File: src/rtl/hashing_pll_supervisor_if.sv
// rtl/hashing_pll_supervisor_if.sv - lock/restart inputs and status outputs of the PLL supervisor
//
// Purpose: bundles the supervisor's non-clock signals.
//   rx_lock          PLL lock, asynchronous to rx_clk
//   rx_restart       single-cycle software re-initialise request
//   tx_pll_areset    PLL areset, active high
//   tx_ready         hash clocks qualified
//   tx_state         current supervisor state
//   tx_relock_count  saturating count of lock losses in RUN
//   tx_timeout_count saturating count of WAIT_LOCK timeouts
// master: the side that drives lock/restart; slave: the supervisor.
interface hashing_pll_supervisor_if #(
    parameter int COUNT_WIDTH = 8
);
    logic                   rx_lock;
    logic                   rx_restart;
    logic                   tx_pll_areset;
    logic                   tx_ready;
    logic [1:0]             tx_state;
    logic [COUNT_WIDTH-1:0] tx_relock_count;
    logic [COUNT_WIDTH-1:0] tx_timeout_count;

    modport master (
        output rx_lock, rx_restart,
        input  tx_pll_areset, tx_ready, tx_state, tx_relock_count, tx_timeout_count
    );

    modport slave (
        input  rx_lock, rx_restart,
        output tx_pll_areset, tx_ready, tx_state, tx_relock_count, tx_timeout_count
    );
endinterface

File: src/rtl/hashing_pll_supervisor.sv
// rtl/hashing_pll_supervisor.sv - hashing PLL reset sequencer and lock qualifier
//
// Purpose: holds the PLL in reset, waits for lock, qualifies it for a stable
// interval, then raises tx_ready. Lock loss, lock timeout or rx_restart
// re-initialise the PLL.
// Ports:
//   rx_clk      board reference clock
//   rx_reset_n  asynchronous active-low reset
//   bus         hashing_pll_supervisor_if slave (lock/restart in, status out)
module hashing_pll_supervisor #(
    parameter int RESET_CYCLES  = 16,
    parameter int LOCK_TIMEOUT  = 50000,
    parameter int STABLE_CYCLES = 1024,
    parameter int COUNT_WIDTH   = 8
) (
    input  logic                     rx_clk,
    input  logic                     rx_reset_n,
    hashing_pll_supervisor_if.slave  bus
);
    localparam int MAX_AB = (RESET_CYCLES > LOCK_TIMEOUT) ? RESET_CYCLES : LOCK_TIMEOUT;
    localparam int MAX_C  = (MAX_AB > STABLE_CYCLES) ? MAX_AB : STABLE_CYCLES;
    localparam int CW     = (MAX_C > 1) ? $clog2(MAX_C) : 1;

    localparam logic [CW-1:0] RESET_LAST   = CW'(RESET_CYCLES - 1);
    localparam logic [CW-1:0] TIMEOUT_LAST = CW'(LOCK_TIMEOUT - 1);
    localparam logic [CW-1:0] STABLE_LAST  = CW'(STABLE_CYCLES - 1);

    typedef enum logic [1:0] {
        RESET_PLL = 2'd0,
        WAIT_LOCK = 2'd1,
        STABLE    = 2'd2,
        RUN       = 2'd3
    } state_t;

    state_t                 state_q, state_d;
    logic [CW-1:0]          cnt_q, cnt_d;
    logic                   lock_m, lock_s;
    logic                   areset_q, ready_q;
    logic [COUNT_WIDTH-1:0] relock_q, timeout_q;
    logic                   relock_inc, timeout_inc;

    always_comb begin
        state_d     = state_q;
        cnt_d       = cnt_q + 1'b1;
        relock_inc  = 1'b0;
        timeout_inc = 1'b0;
        if (bus.rx_restart) begin
            // Restart beats every other transition and also restarts the
            // reset interval when already in RESET_PLL.
            state_d = RESET_PLL;
            cnt_d   = '0;
        end else begin
            unique case (state_q)
                RESET_PLL: begin
                    if (cnt_q == RESET_LAST) state_d = WAIT_LOCK;
                end
                WAIT_LOCK: begin
                    // Lock arriving on the timeout cycle wins.
                    if (lock_s) begin
                        state_d = STABLE;
                    end else if (cnt_q == TIMEOUT_LAST) begin
                        state_d     = RESET_PLL;
                        timeout_inc = 1'b1;
                    end
                end
                STABLE: begin
                    if (!lock_s)                  state_d = WAIT_LOCK;
                    else if (cnt_q == STABLE_LAST) state_d = RUN;
                end
                RUN: begin
                    cnt_d = cnt_q;
                    if (!lock_s) begin
                        state_d    = RESET_PLL;
                        relock_inc = 1'b1;
                    end
                end
                default: state_d = RESET_PLL;
            endcase
            if (state_d != state_q) cnt_d = '0;
        end
    end

    always_ff @(posedge rx_clk or negedge rx_reset_n) begin
        if (!rx_reset_n) begin
            lock_m    <= 1'b0;
            lock_s    <= 1'b0;
            state_q   <= RESET_PLL;
            cnt_q     <= '0;
            areset_q  <= 1'b1;
            ready_q   <= 1'b0;
            relock_q  <= '0;
            timeout_q <= '0;
        end else begin
            lock_m   <= bus.rx_lock;
            lock_s   <= lock_m;
            state_q  <= state_d;
            cnt_q    <= cnt_d;
            // Outputs are decoded from the next state so they change on the
            // same edge as the state register.
            areset_q <= (state_d == RESET_PLL);
            ready_q  <= (state_d == RUN);
            if (relock_inc && (relock_q != '1))   relock_q  <= relock_q + 1'b1;
            if (timeout_inc && (timeout_q != '1)) timeout_q <= timeout_q + 1'b1;
        end
    end

    assign bus.tx_pll_areset    = areset_q;
    assign bus.tx_ready         = ready_q;
    assign bus.tx_state         = state_q;
    assign bus.tx_relock_count  = relock_q;
    assign bus.tx_timeout_count = timeout_q;
endmodule

File: src/flat_wrapper.sv
// flat-port wrapper written by rule: the top's interface ports become plain ports
module hashing_pll_supervisor_flat 
#(
    parameter int RESET_CYCLES  = 16,
    parameter int LOCK_TIMEOUT  = 50000,
    parameter int STABLE_CYCLES = 1024,
    parameter int COUNT_WIDTH   = 8
)
  (rx_clk, rx_reset_n, bus_rx_lock, bus_rx_restart, bus_tx_pll_areset, bus_tx_ready, bus_tx_state, bus_tx_relock_count, bus_tx_timeout_count);
  hashing_pll_supervisor_if #(.COUNT_WIDTH(COUNT_WIDTH)) bus_i ();
  input  logic rx_clk;
  input  logic rx_reset_n;
  input wire logic [$bits(bus_i.rx_lock)-1:0] bus_rx_lock;
  input wire logic [$bits(bus_i.rx_restart)-1:0] bus_rx_restart;
  output wire logic [$bits(bus_i.tx_pll_areset)-1:0] bus_tx_pll_areset;
  output wire logic [$bits(bus_i.tx_ready)-1:0] bus_tx_ready;
  output wire logic [$bits(bus_i.tx_state)-1:0] bus_tx_state;
  output wire logic [$bits(bus_i.tx_relock_count)-1:0] bus_tx_relock_count;
  output wire logic [$bits(bus_i.tx_timeout_count)-1:0] bus_tx_timeout_count;
  assign bus_i.rx_lock = bus_rx_lock;
  assign bus_i.rx_restart = bus_rx_restart;
  assign bus_tx_pll_areset = bus_i.tx_pll_areset;
  assign bus_tx_ready = bus_i.tx_ready;
  assign bus_tx_state = bus_i.tx_state;
  assign bus_tx_relock_count = bus_i.tx_relock_count;
  assign bus_tx_timeout_count = bus_i.tx_timeout_count;
  hashing_pll_supervisor #(.RESET_CYCLES(RESET_CYCLES), .LOCK_TIMEOUT(LOCK_TIMEOUT), .STABLE_CYCLES(STABLE_CYCLES), .COUNT_WIDTH(COUNT_WIDTH)) u_core (.rx_clk(rx_clk), .rx_reset_n(rx_reset_n), .bus(bus_i));
endmodule
File: config.mk
export PLATFORM = sky130hd
export DESIGN_NAME = hashing_pll_supervisor_flat
export DESIGN_NICKNAME = d
export VERILOG_FILES = /design/src/rtl/hashing_pll_supervisor_if.sv /design/src/rtl/hashing_pll_supervisor.sv /design/src/flat_wrapper.sv
export SDC_FILE = /design/constraint.sdc
export NUM_CORES = 1
export LEC_CHECK = 0
export ABC_AREA = 0
export CAP_MARGIN = 20
export CORE_MARGIN = 2
export CORE_UTILIZATION = 35
export DETAILED_ROUTE_END_ITERATION = 7
export PLACE_DENSITY = 0.55
export SLEW_MARGIN = 20
export SYNTH_ARGS = -nofsm -noshare
export SYNTH_HDL_FRONTEND = slang
export SYNTH_SLANG_ARGS = --single-unit
export TNS_END_PERCENT = 100
File: constraint.sdc
create_clock -name rx_clk -period 2.85 [get_ports rx_clk]
set_input_delay 0.285 -clock rx_clk [delete_from_list [all_inputs] [get_ports rx_clk]]
set_output_delay 0.285 -clock rx_clk [all_outputs]
set_load 0.01 [all_outputs]
* Word level (Yosys, flattened, before mapping)
Cells that the tools add are included.
** Word-level totals
- Logic and storage cells :: 45
- Flip-flop bits (word level) :: 38
- Output and inout port bits :: 20
** Operators by class
- Reductions and logical operators :: 4
- Multiplexer cells :: 19
- Add/subtract/negate cells :: 3
- Equal/unequal tests :: 11
** Operators by type and width (count)
- 2-to-1 mux 16 bit :: 3
- adder 16 x 1 -> 16 bit, second input constant :: 1
- adder 8 x 1 -> 8 bit, second input constant :: 2
- == test 16 x 10 -> 1 bit, second input constant :: 1
- == test 16 bit, second input constant :: 1
- == test 16 x 4 -> 1 bit, second input constant :: 1
- 2-to-1 mux 2 bit :: 8
- != test 8 bit, second input constant :: 2
- case mux 2 bit (4 select lines) :: 1
- 2-to-1 mux 1 bit :: 7
- == test 2 bit, second input constant :: 3
- logical NOT 2 bit :: 2
- != test 3 x 2 -> 1 bit, second input constant :: 1
- == test 2 x 1 -> 1 bit, second input constant :: 1
- logical AND 1 bit :: 2
- != test 2 bit :: 1

* Longest topological paths before layout
- Depth after elaboration :: 8
- Gate-level depth with buffers :: 7
- Depth with buffers taken out :: 6

* Worst setup path before layout
No wires, ideal clock.
- Path type :: reg2reg
- Start point :: register u_core.cnt_q[10]
- End point :: register u_core.cnt_q[6]
- Clock period less this slack :: 2.196 ns
- Cell stages (with the launch flop) :: 7
- Required time :: 2.729 ns
- Slack :: 0.654 ns
- Arrival time :: 2.075 ns
- Cell sequence :: dfrtp_1 -> or4_4 -> or3_4 -> o31a_1 -> o211ai_4 -> buf_6 -> nor2_1
** Between the ends
- Word-level cells in the longest chain between the ends :: 8
- Elaborated cells on any way between the ends :: 14
- Those cells by class :: eq/ne: 5; mux: 9
** RTL lines
- start: declaration :: RTL line hashing_pll_supervisor.sv:36 : logic [CW-1:0] cnt_q, cnt_d;
- start signal: assignment :: RTL line hashing_pll_supervisor.sv:97 : cnt_q <= cnt_d;
- == test 16 x 10 -> 1 bit / == test 16 bit (equally long branches) :: RTL line hashing_pll_supervisor.sv:68, hashing_pll_supervisor.sv:61
- 2-to-1 mux 2 bit, on equally long branches :: RTL line hashing_pll_supervisor.sv:68, hashing_pll_supervisor.sv:61
- 2-to-1 mux 2 bit, on equally long branches :: RTL line hashing_pll_supervisor.sv:67, hashing_pll_supervisor.sv:59
- case mux 2 bit (4 select lines) (*) :: RTL line hashing_pll_supervisor.sv:53 : unique case (state_q)
- 2-to-1 mux 2 bit (*) :: RTL line hashing_pll_supervisor.sv:47 : if (bus.rx_restart) begin
- != test 2 bit (*) :: RTL line hashing_pll_supervisor.sv:79 : if (state_d != state_q) cnt_d = '0;
- 2-to-1 mux 16 bit :: RTL line hashing_pll_supervisor.sv:79
- 2-to-1 mux 16 bit :: RTL line hashing_pll_supervisor.sv:47
Mark *: on every way between the ends. The rest lies on a longest branch, timed or not. The select of a mux whose other input is x is not followed.
A chain may end at the register's enable or synchronous reset.

* Worst setup path after layout
- Start point :: register u_core.cnt_q[10]
- End point :: register u_core.cnt_q[14]
** Between the ends
- Word-level cells in the longest chain between the ends :: 8
- Elaborated cells on any way between the ends :: 16
- Those cells by class :: add/sub: 1; eq/ne: 5; mux: 10
** RTL lines (RTL line)
- == test 16 x 10 -> 1 bit / == test 16 bit (equally long branches) :: hashing_pll_supervisor.sv:68, hashing_pll_supervisor.sv:61
- 2-to-1 mux 2 bit, on equally long branches :: hashing_pll_supervisor.sv:68, hashing_pll_supervisor.sv:61
- 2-to-1 mux 2 bit, on equally long branches :: hashing_pll_supervisor.sv:67, hashing_pll_supervisor.sv:59
- case mux 2 bit (4 select lines) :: hashing_pll_supervisor.sv:53
- 2-to-1 mux 2 bit :: hashing_pll_supervisor.sv:47
- != test 2 bit :: hashing_pll_supervisor.sv:79
- 2-to-1 mux 16 bit :: hashing_pll_supervisor.sv:79
- 2-to-1 mux 16 bit :: hashing_pll_supervisor.sv:47
Several ways; a longest one is shown, not always the timed one. The select of a mux whose other input is x is not followed.

==> flow_metrics.py <==
metrics = {
    "run_status": {
        "outcome": "finished, final reports clean",
    },
    "timing": {
        "maxSlewHeadroom_pct": 43.49,
        "fmaxAchievable_mhz": 408.6,
        "final_hold_viol_count": 0,
        "fin_crit_ns": 2.447,
        "min_period_over_period_pct": 85.87,
        "slew_viol_final": 0,
        "rsz0062_at_grt": "no",
        "fin_tns_setup_ns": 0,
        "tightestPinTransition_ns": 0.8476,
        "clock-skew-final_ns": 0.008196,
        "final-setup-viol-count": 0,
    },
    "detailed_routing": {
        "route.detailed.drc": 0,
        "totalWireLength_mm": 4.189,
        "dr.first_iter.drc_count": 46,
        "vias_per_cell": 5.271,
        "firstDrtPassIters": 4,
        "ant_nets": 0,
        "avgRoutedWirePerCell_um": 14.40,
        "vias": 1534,
    },
    "floorplan": {
        "boundaryPins": 24,
        "fp.coreArea_um2": 5473,
        "die-area_um2": 6239,
        "start_util_pct": 35.96,
        "die_y_um": 78.99,
        "die_w_um": 78.99,
        "rows": 27,
    },
    "min_path": {
        "hold_class": "input port to asynchronous set/reset pin",
    },
    "finish": {
        "final_area_um2": 2385,
        "fillers": 550,
        "syn_to_final_growth_pct": 21.17,
        "diodes": 0,
        "drive_gt1_share_pct": 11.87,
        "fin_nets": 225,
    },
    "synthesis": {
        "syn_area_um2": 1968,
        "syn_nets": 199,
        "ys_seq_elements": 38,
        "synth_cells": 192,
        "synth_cell_types": 44,
        "yosysSeqAreaShare_pct": 48.38,
        "syn_area_per_cell_um2": 10.25,
        "yosysWarnings": 0,
    },
    "clocking": {
        "post_cts.repair.setup_buffers": 0,
        "cts_max_level": 2,
        "cts.repair.resized": 0,
        "clkTransAtPathRegs_ns": 0.08,
        "numCtsBuffers": 5,
        "cts_tree": "built",
        "clk-insertion-delay-late_ns": 0.29,
        "clockRootBuffer": "clkbuf_8",
        "ctsHoldBuffers": 0,
        "cts_max_path_buffers": 2,
        "clock-sinks": 38,
    },
    "grt": {
        "grt_pass1_wl_mm": 7.389,
        "grt_max_degree": 39,
        "grt_pass1_vias": 1534,
        "grt_use_total_pct": 14.84,
        "grt_overflow": 0,
        "antenna_found_initial": 0,
    },
    "worst_setup_path": {
        "path_delay_family": "simple AND/OR/NAND/NOR gates",
        "path_cells": "or4_4 > or3_4 > o31a_1 > o211ai_4 > nor2_1",
        "crit_slowest_cell": "or4_4",
        "path_class": "flop to flop",
        "slowest_delay_ns": 0.56,
        "critPathLaunch": "u_core.cnt_q[10]",
        "endpoint_kind": "flop",
        "startpoint_type": "flop",
        "r2r_start": "u_core.cnt_q[10]",
        "cp_num_buf_inv": 0,
        "arrival_ns": 2.61,
        "rrSetupSlack_ns": 0.40,
        "required_ns": 3.01,
        "cp_max_fo": 15,
    },
    "placed_design": {
        "portBuffers": 23,
        "dp_hpwl_mm": 2.816,
        "dpl_cell_area_um2": 2271,
        "place_congestion": 0.7778,
    },
    "pwr": {
        "p_sw_uw": 233.0,
        "irDropWorstVdd_uv": 231.1,
        "seqPwrFrac_pct": 52.5,
        "p_int_uw": 822.0,
        "p_per_area_nw_per_um2": 442.4,
        "clockPowerShare_pct": 43.7,
        "switching_share_pct": 22.08,
        "p_comb_share_pct": 3.8,
        "power_leakage_nw": 0.9828,
    },
    "run": {
        "cap_violations": 0,
    },
}
[worst register-to-register path: stages, from the launching register on]
cell and delay [ns]:
dfrtp_1 0.42, or4_4 0.56, or3_4 0.41, o31a_1 0.36, o211ai_4 0.46, nor2_1 0.11
[final cells by class]
cell class | count | area, um^2 | area share (%)
clock inverter | 3 | 45.04 | 1.889
clock buffer | 5 | 68.82 | 2.886
multi-input combinational | 143 | 965.9 | 40.50
sequential | 38 | 952.2 | 39.93
tap | 72 | 90.09 | 3.778
timing repair buffer | 26 | 247.7 | 10.39
inverter | 4 | 15.01 | 0.6296
[power groups by stage]
stage          Combinational [mW]  Clock [mW]  Sequential, mW
2_1_floorplan              0.0194           0           0.563
3_3_place_gp               0.0415           0           0.564
3_5_place_dp               0.0416           0           0.564
4_1_cts                    0.0418       0.475           0.553
5_1_grt                    0.0481       0.501           0.555
6_report                   0.0403       0.461           0.554
[cell usage in the layout (no fill, tap or decap), types with 7 or more instances in the layout]
cell type	instances
dfrtp_1	37
clkdlybuf4s50_1	22
nor2_1	19
xnor2_1	15
nand2_1	14
nand4_1	10
a21oi_1	9
nand3_1	8
o21ai_0	7
[flip-flops by register name (all words and copies together) (netlist names)]
register and flops:
u_core.lock_m 1, u_core.lock_s 1, u_core.bus.tx_pll_areset 1, u_core.bus.tx_relock_count 8, u_core.cnt_q 16, u_core.bus.tx_ready 1, u_core.bus.tx_state 2, u_core.bus.tx_timeout_count 8
[per-stage QoR]
stage | hold slack (ns) | power, mW | util (%) | setup WS [ns] | cells
floorplan | -0.01059 | 0.5821 | - | 0.6542 | 192
global placement | 0.3345 | 0.6057 | 41.50 | 0.3788 | 283
detailed placement | 0.3387 | 0.6056 | 41.50 | 0.3876 | 283
CTS | 0.1246 | 1.071 | 43.58 | 0.3913 | 291
global route | 0.1775 | 1.104 | 43.58 | 0.2795 | 291
finish | 0.09506 | 1.055 | 43.58 | 0.4028 | 291
[synthesized netlist by cell type]
library cell | count | share of area, %
o21ai_0 | 7 | 1.8
nand2_1 | 14 | 2.7
or3_1 | 3 | 0.95
or4_1 | 2 | 0.76
xnor2_1 | 15 | 6.7
o21bai_1 | 2 | 0.76
or3b_1 | 1 | 0.45
nand4_1 | 10 | 3.2
o21a_1 | 1 | 0.38
or3_4 | 1 | 0.57
mux2_2 | 3 | 1.7
o211ai_4 | 1 | 1.1
nand3_1 | 8 | 2.0
or2_2 | 3 | 0.95
nor4_1 | 2 | 0.64
nand4b_1 | 1 | 0.45
dfrtp_1 | 37 | 47
a31oi_1 | 1 | 0.32
nor2_1 | 19 | 3.6
buf_6 | 1 | 0.57
inv_1 | 4 | 0.76
dfstp_2 | 1 | 1.3
a311oi_1 | 6 | 2.7
or4bb_1 | 1 | 0.57
a21o_1 | 1 | 0.38
xor2_1 | 4 | 1.8
o31a_1 | 1 | 0.45
and3_1 | 6 | 1.9
or4_4 | 1 | 0.57
a222oi_1 | 1 | 0.51
and3_2 | 1 | 0.38
a21oi_1 | 9 | 2.3
nor2b_1 | 2 | 0.64
and2_1 | 2 | 0.64
and4_1 | 2 | 0.89
clkbuf_1 | 5 | 0.95
nor3_1 | 1 | 0.25
or4b_2 | 2 | 1.0
a311oi_4 | 1 | 1.3
nand3b_1 | 2 | 0.76
a22oi_1 | 1 | 0.38
buf_2 | 1 | 0.25
ha_1 | 3 | 1.9
o211ai_1 | 2 | 0.76
[cell families (layout without fill, tap and decap cells)]
family                     Yosys count  count (layout)  synth area share, %
and+or+nand+nor                     84              84                23.90
adders and majority gates            3               3                1.907
DFF                                 38              38                48.38
muxes                                3               3                1.716
xor gates and xnor gates            19              19                8.455
AOI/OAI and AO/OA                   34              34                13.10
buffers and inverters               11              38                2.543
[metal layers]
metal	vias up	routed length (um)	GRT usage [%]
li1	752	-	-
met1	748	2168	21.63
met2	28	1838	21.69
met3	6	135	3.295
met4	0	48	5.172
met5	-	0	0
[worst paths after layout]
kind	endpoint	cells past startpoint
max	u_core.cnt_q[14]	5
min	u_core.cnt_q[5]	1
max reg2reg	u_core.cnt_q[14]	5
min reg2reg	u_core.lock_s	0
max in group asynchronous	u_core.cnt_q[13]	1
min in group rx_clk	u_core.lock_s	0
Power figures use the tool's default switching activity.
